==> config.mk <==
export PLATFORM = sky130hd
export DESIGN_NAME = mem_bus_serdes
export DESIGN_NICKNAME = d
export VERILOG_FILES = /design/src/rtl/mem_serdes_pkg.sv /design/src/rtl/mem_serdes_shifter.sv /design/src/rtl/mem_bus_serdes.sv
export SDC_FILE = /design/constraint.sdc
export NUM_CORES = 1
export LEC_CHECK = 0
export BUFFER_PORTS_ARGS = -buffer_cell sky130_fd_sc_hd__buf_2
export CAP_MARGIN = 5
export CORE_AREA = 2 2 79 81
export CTS_CLUSTER_DIAMETER = 200
export DETAILED_ROUTE_END_ITERATION = 10
export DIE_AREA = 0 0 81 83
export PLACE_DENSITY = 0.79
export SYNTH_ARGS = -nofsm -noshare
export SYNTH_HDL_FRONTEND = slang
export SYNTH_SLANG_ARGS = --single-unit
export TNS_END_PERCENT = 1
==> constraint.sdc <==
create_clock -name clk -period 3.9 [get_ports clk]
set_input_delay 0.39 -clock clk [delete_from_list [all_inputs] [get_ports clk]]
set_output_delay 0.39 -clock clk [all_outputs]
set_load 0.005 [all_outputs]
==> src/rtl/mem_serdes_pkg.sv <==
// Shared types and elaboration helpers for the memory-bus serializer.
// Holds the transaction state encoding and the beat/counter sizing functions.
package mem_serdes_pkg;

    typedef enum logic [2:0] {
        ST_IDLE  = 3'd0,
        ST_ADDR  = 3'd1,
        ST_WDATA = 3'd2,
        ST_RWAIT = 3'd3,
        ST_DONE  = 3'd4
    } state_t;

    function automatic int beatCount(input int width, input int pinW);
        return width / pinW;
    endfunction

    // Bits needed for a counter that runs 0..maxCount-1, never narrower than one bit.
    function automatic int cntWidth(input int maxCount);
        return (maxCount <= 2) ? 1 : $clog2(maxCount);
    endfunction

endpackage

==> src/rtl/mem_serdes_shifter.sv <==
// PIN_W-wide slice shift register: loads a full word, then retires one beat per shift
// from the bottom while a new beat enters at the top.
module mem_serdes_shifter #(
    parameter int WIDTH = 32,
    parameter int PIN_W = 4,
    parameter int TOP_W = 16
) (
    input  logic             clk,
    input  logic             rst_n,
    input  logic             i_load,
    input  logic [WIDTH-1:0] i_loadData,
    input  logic             i_shift,
    input  logic [PIN_W-1:0] i_shiftIn,
    output logic [PIN_W-1:0] o_beat,
    output logic [TOP_W-1:0] o_topNext
);

    logic [WIDTH-1:0] r_data;
    logic [WIDTH-1:0] w_next;

    assign w_next = {i_shiftIn, r_data[WIDTH-1:PIN_W]};

    always_ff @(posedge clk or negedge rst_n) begin
        if (!rst_n) begin
            r_data <= '0;
        end else if (i_load) begin
            r_data <= i_loadData;
        end else if (i_shift) begin
            r_data <= w_next;
        end
    end

    assign o_beat = r_data[PIN_W-1:0];

    // Top slots of the post-shift word, so the final inbound beat is included in the same cycle.
    assign o_topNext = w_next[WIDTH-1 -: TOP_W];

endmodule

==> src/rtl/mem_bus_serdes.sv <==
// Serializes core read/write transactions onto a narrow pin bus and assembles read data
// from inbound beats, with an idle-beat timeout on the read wait.
module mem_bus_serdes
    import mem_serdes_pkg::*;
#(
    parameter int ADDR_W  = 16,
    parameter int DATA_W  = 16,
    parameter int PIN_W   = 4,
    parameter int TIMEOUT = 64
) (
    input  logic              clk,
    input  logic              reset,
    input  logic              core_req,
    input  logic              core_we,
    input  logic [ADDR_W-1:0] core_adr,
    input  logic [DATA_W-1:0] core_wdata,
    output logic              core_busy,
    output logic              core_ack,
    output logic              core_err,
    output logic [DATA_W-1:0] core_rdata,
    output logic              pin_frame,
    output logic              pin_we,
    output logic [PIN_W-1:0]  pin_out,
    input  logic [PIN_W-1:0]  pin_in,
    input  logic              pin_in_valid
);

    localparam int A    = beatCount(ADDR_W, PIN_W);
    localparam int D    = beatCount(DATA_W, PIN_W);
    localparam int MAXB = (A > D) ? A : D;
    localparam int BCW  = cntWidth(MAXB);
    localparam int ICW  = cntWidth(TIMEOUT);

    localparam logic [BCW-1:0] A_LAST = BCW'(A - 1);
    localparam logic [BCW-1:0] D_LAST = BCW'(D - 1);
    localparam logic [ICW-1:0] T_LAST = ICW'(TIMEOUT - 1);

    generate
        if ((PIN_W < 1) || (ADDR_W % PIN_W != 0) || (DATA_W % PIN_W != 0) || (TIMEOUT < 1)) begin : g_badParams
            $fatal(1, "mem_bus_serdes: ADDR_W/DATA_W must be multiples of PIN_W and TIMEOUT >= 1");
        end
    endgenerate

    state_t            r_state;
    logic              r_we;
    logic              r_err;
    logic [BCW-1:0]    r_beat;
    logic [ICW-1:0]    r_idle;
    logic [DATA_W-1:0] r_rdata;

    logic              w_frame;
    logic              w_load;
    logic              w_shift;
    logic [PIN_W-1:0]  w_beat;
    logic [DATA_W-1:0] w_assembled;

    assign w_frame = (r_state == ST_ADDR) || (r_state == ST_WDATA);
    assign w_load  = (r_state == ST_IDLE) && core_req;
    assign w_shift = w_frame || ((r_state == ST_RWAIT) && pin_in_valid);

    // One shared register carries {wdata, adr} out and collects inbound beats into its top slots.
    mem_serdes_shifter #(
        .WIDTH (ADDR_W + DATA_W),
        .PIN_W (PIN_W),
        .TOP_W (DATA_W)
    ) u_shifter (
        .clk        (clk),
        .rst_n      (reset),
        .i_load     (w_load),
        .i_loadData ({core_wdata, core_adr}),
        .i_shift    (w_shift),
        .i_shiftIn  (pin_in),
        .o_beat     (w_beat),
        .o_topNext  (w_assembled)
    );

    always_ff @(posedge clk or negedge reset) begin
        if (!reset) begin
            r_state <= ST_IDLE;
            r_we    <= 1'b0;
            r_err   <= 1'b0;
            r_beat  <= '0;
            r_idle  <= '0;
            r_rdata <= '0;
        end else begin
            case (r_state)
                ST_IDLE: begin
                    if (core_req) begin
                        r_we    <= core_we;
                        r_beat  <= '0;
                        r_state <= ST_ADDR;
                    end
                end
                ST_ADDR: begin
                    if (r_beat == A_LAST) begin
                        r_beat  <= '0;
                        r_idle  <= '0;
                        r_state <= r_we ? ST_WDATA : ST_RWAIT;
                    end else begin
                        r_beat <= r_beat + BCW'(1);
                    end
                end
                ST_WDATA: begin
                    if (r_beat == D_LAST) begin
                        r_err   <= 1'b0;
                        r_state <= ST_DONE;
                    end else begin
                        r_beat <= r_beat + BCW'(1);
                    end
                end
                ST_RWAIT: begin
                    if (pin_in_valid) begin
                        r_idle <= '0;
                        if (r_beat == D_LAST) begin
                            r_rdata <= w_assembled;
                            r_err   <= 1'b0;
                            r_state <= ST_DONE;
                        end else begin
                            r_beat <= r_beat + BCW'(1);
                        end
                    end else if (r_idle == T_LAST) begin
                        r_err   <= 1'b1;
                        r_state <= ST_DONE;
                    end else begin
                        r_idle <= r_idle + ICW'(1);
                    end
                end
                ST_DONE: begin
                    r_state <= ST_IDLE;
                end
                default: begin
                    r_state <= ST_IDLE;
                end
            endcase
        end
    end

    assign core_busy  = (r_state != ST_IDLE);
    assign core_ack   = (r_state == ST_DONE);
    assign core_err   = (r_state == ST_DONE) && r_err;
    assign core_rdata = r_rdata;
    assign pin_frame  = w_frame;
    assign pin_we     = w_frame && r_we;
    assign pin_out    = w_frame ? w_beat : '0;

endmodule

==> metrics.md <==
| Metric | Value |
|---|---|
| Final TNS setup | 0 ns |
| Crit path kind | reg -> out |
| Initial antenna violation count | 0 |
| EDFF count, synth | 0 |
| Leakage | 0.00165 uW |
| Initial DRC count | 165 |
| # fillers | 491 |
| CTS buffer count | 9 |
| Drt total wl | 5.89 mm |
| CTS HTree Levels | 3 |
| Placed Instances | 397 |
| Met3 Routed Length | 324 um |
| GRT Resource Usage Total | 0.193 |
| Post-CTS Setup Bufs | 0 |
| First-pass GRT wire length | 9.75 mm |
| Drt pass-1 iters | 4 |
| Final std cells w/o fill | 413 |
| Clock skew | 0.00768 ns |
| I/O Buffers | 65 |
| Yosys warnings | 0 |
| Worst-case reg-to-reg path depth | 5 |
| Post-synthesis net count | 314 |
| Synth top area share | 0.487 |
| Startpoint types | flip-flop |
| Setup violators final | 0 |
| Post-DP HPWL | 4.18 mm |
| Final slew viol count | 0 |
| Fin util | 0.622 |
| Fin crit share | 0.562 |
| CTS Hold Buffers Added | 0 |
| Slowest cell on crit path | dfrtp_1 |
| HP Class | in -> async |
| Area contributors post-synth | dfrtp_1 (49%), mux2i_1 (11%), a21oi_2 (7.8%) |
| Setup ws final | 1.71 ns |
| Post-route ant nets | 0 |
| Top Ports | 66 |
| Syn_area_per_cell | 11.6 um2 |
| Fmax | 457 MHz |
| Die ar. | 0.00672 mm2 |
| Max VDD drop | 0.000401 V |
| P&R area growth vs syn | 15.4% |
| DP Worst Slack | 1.77 ns |
| Final Hold Viols | 0 |
| Crit Path Max Fanout | 18 |
| Ys flop type | dfrtp_1 |
| Wire length per cell | 14.2 um |
| Post-Syn Instances | 270 |
| Synth unique cells | 46 |
| Chip Height | 83 um |
| Power per cell area | 782 mW/mm2 |
| Core area | 0.00582 mm2 |
| Gr ovfl total | 0 |
| Cell with the most instances after synthesis | dfrtp_1 |
| Multi-input gate area | 0.00144 mm2 |
| CTS sink cnt | 61 |
| Die Width | 81 um |
| # DRC | 0 |
| Post-synth top cells | dfrtp_1 (61), nor2_1 (41), mux2i_1 (33), a21oi_2 (28), mux2_2 (15) |
| Worst reg2reg path startpoint | r_state[1] |
| Crit path cell chain | xnor2_1 > nor2_1 > and2_1 > buf_2 |
| Register area | 0.00153 mm2 |
| Clk buf depth | 2 |
| Min Clock Period, post-route | 2.19 ns |
| Vias | 2147 |
| Layout cells sized above 1 | 0.402 |
| Worst Tran Pin Value | 0.725 ns |
| Post-synthesis register bit count | 61 |
| Unrepaired setup endpoints after global routing | false |
| Post-synth ARST share | 1.00 |
| Worst slew margin | 0.517 |
| Clock Latency Late Sink | 0.35 ns |
| WHS | 0.0626 ns |
| Reg2reg end | u_shifter.r_data[21] |
| Reg2reg setup slack | 1.76 ns |
| Root Driver | clkbuf_8 |
| Max Cap Viol | 0 |
| Max layer used | met4 |
| Critical Path RT | 3.51 ns |
| Initial Utilization | 0.539 |
| Routed length on met2 | 2.90 mm |
| CP peak stage delay | 0.78 ns |
| Largest net degree at the start of global routing | 65 |
| Site row count | 28 |
| CTS tree | done |
| Via/cell ratio | 5.20 |
| N_diodes | 0 |
| Status | finished clean |
| Nets | 377 |
| Vias in the first global route | 2056 |
| CP arrival | 1.80 ns |
| Post-synthesis cell area | 0.00314 mm2 |
| Setup crit end kind | primary output |
| Sequential-to-total area share from yosys stat | 0.487 |
| Placer Congestion | 0.799 |
| Wl on met1 | 2.52 mm |
| CTS resizes | 0 |
| Cell accounting for the most synthesized area | dfrtp_1 |
| CTS clk-pin slew, worst paths | 0.07 ns |
## cell usage in the layout, fill, tap and decap left out, drive strengths merged, types with 2 or more instances in the layout
cell and n:
a21oi 40, and2 6, and3 4, buf 69
clkbuf 13, clkinv 3, dfrtp 61, ha 3
inv 3, mux2 19, mux2i 33, nand2 6
nand2b 3, nand3 5, nor2 41, nor2b 3
nor3 2, nor4bb 2, o21ai 4, or3 2
## logic make-up after synthesis
logic type               after synthesis  share of synthesized area
flip-flops                            61                      0.487
AO/OA/AOI/OAI                         55                      0.135
buffers and inverters                 20                     0.0530
adder cells (fa/ha/maj)                3                     0.0120
multiplexers                          52                      0.174
AND/OR/NAND/NOR                       78                      0.137
XOR/XNOR                               1                    0.00279
## worst max-delay path by stage
| stage | from | end | slack (ns) | depth (start not counted) |
|---|---|---|---|---|
| 6_report | r_state[1] | pin_out[2] | 1.71 | 4 |
| 5_1_grt | r_state[1] | pin_out[1] | 1.54 | 4 |
| 4_1_cts | r_state[1] | pin_out[2] | 1.67 | 4 |
| 3_5_place_dp | r_state[1] | u_shifter.r_data[21] | 1.77 | 5 |
| 3_3_place_gp | r_state[1] | u_shifter.r_data[23] | 1.86 | 5 |
| 2_1_floorplan | r_idle[0] | r_idle[5] | 2.14 | 6 |
## through the flow
stage                     area, um2  total power [uW]
after detailed placement       3430              2340
after CTS                      3620              2870
after floorplan                3140              2090
after global placement         3430              2280
final                          3620              2830
after global routing           3620              3060
## flip-flops by register name, summed over array words and instances (netlist names)
signal / cells
r_state: 3
r_idle: 6
r_err: 1
u_shifter.r_data: 32
r_beat: 2
core_rdata: 16
r_we: 1
## critical path: cells and delay by family (launching register included)
kind	cells	cell delay [ns]
xor+xnor	1	0.15
flops	1	0.78
buf+inv	1	0.10
simple gates	2	0.43
## per-layer routing
metal | up-vias | GRT usage
met3 | 12 | 0.0598
met5 | - | 0
li1 | 1077 | -
met4 | 0 | 0.108
met1 | 1004 | 0.244
met2 | 54 | 0.292
## cell type report
class	instances	area share
Clock buffer	13	0.0467
Tap cell	75	0.0259
Timing Repair Buffer	69	0.0982
Inverter	3	0.00311
Sequential cell	61	0.422
Multi-Input combinational cell	189	0.399
Clock inverter	3	0.00519
## report_power, final
group | switching (uW) | internal [uW] | total, uW | leakage, uW
Combinational | 593 | 580 | 1170 | 0.000824
Clock | 241 | 282 | 522 | 0.0000994
Sequential | 217 | 917 | 1130 | 0.000726
Total | 1050 | 1780 | 2830 | 0.00165
Power figures use the tool's default switching activity.
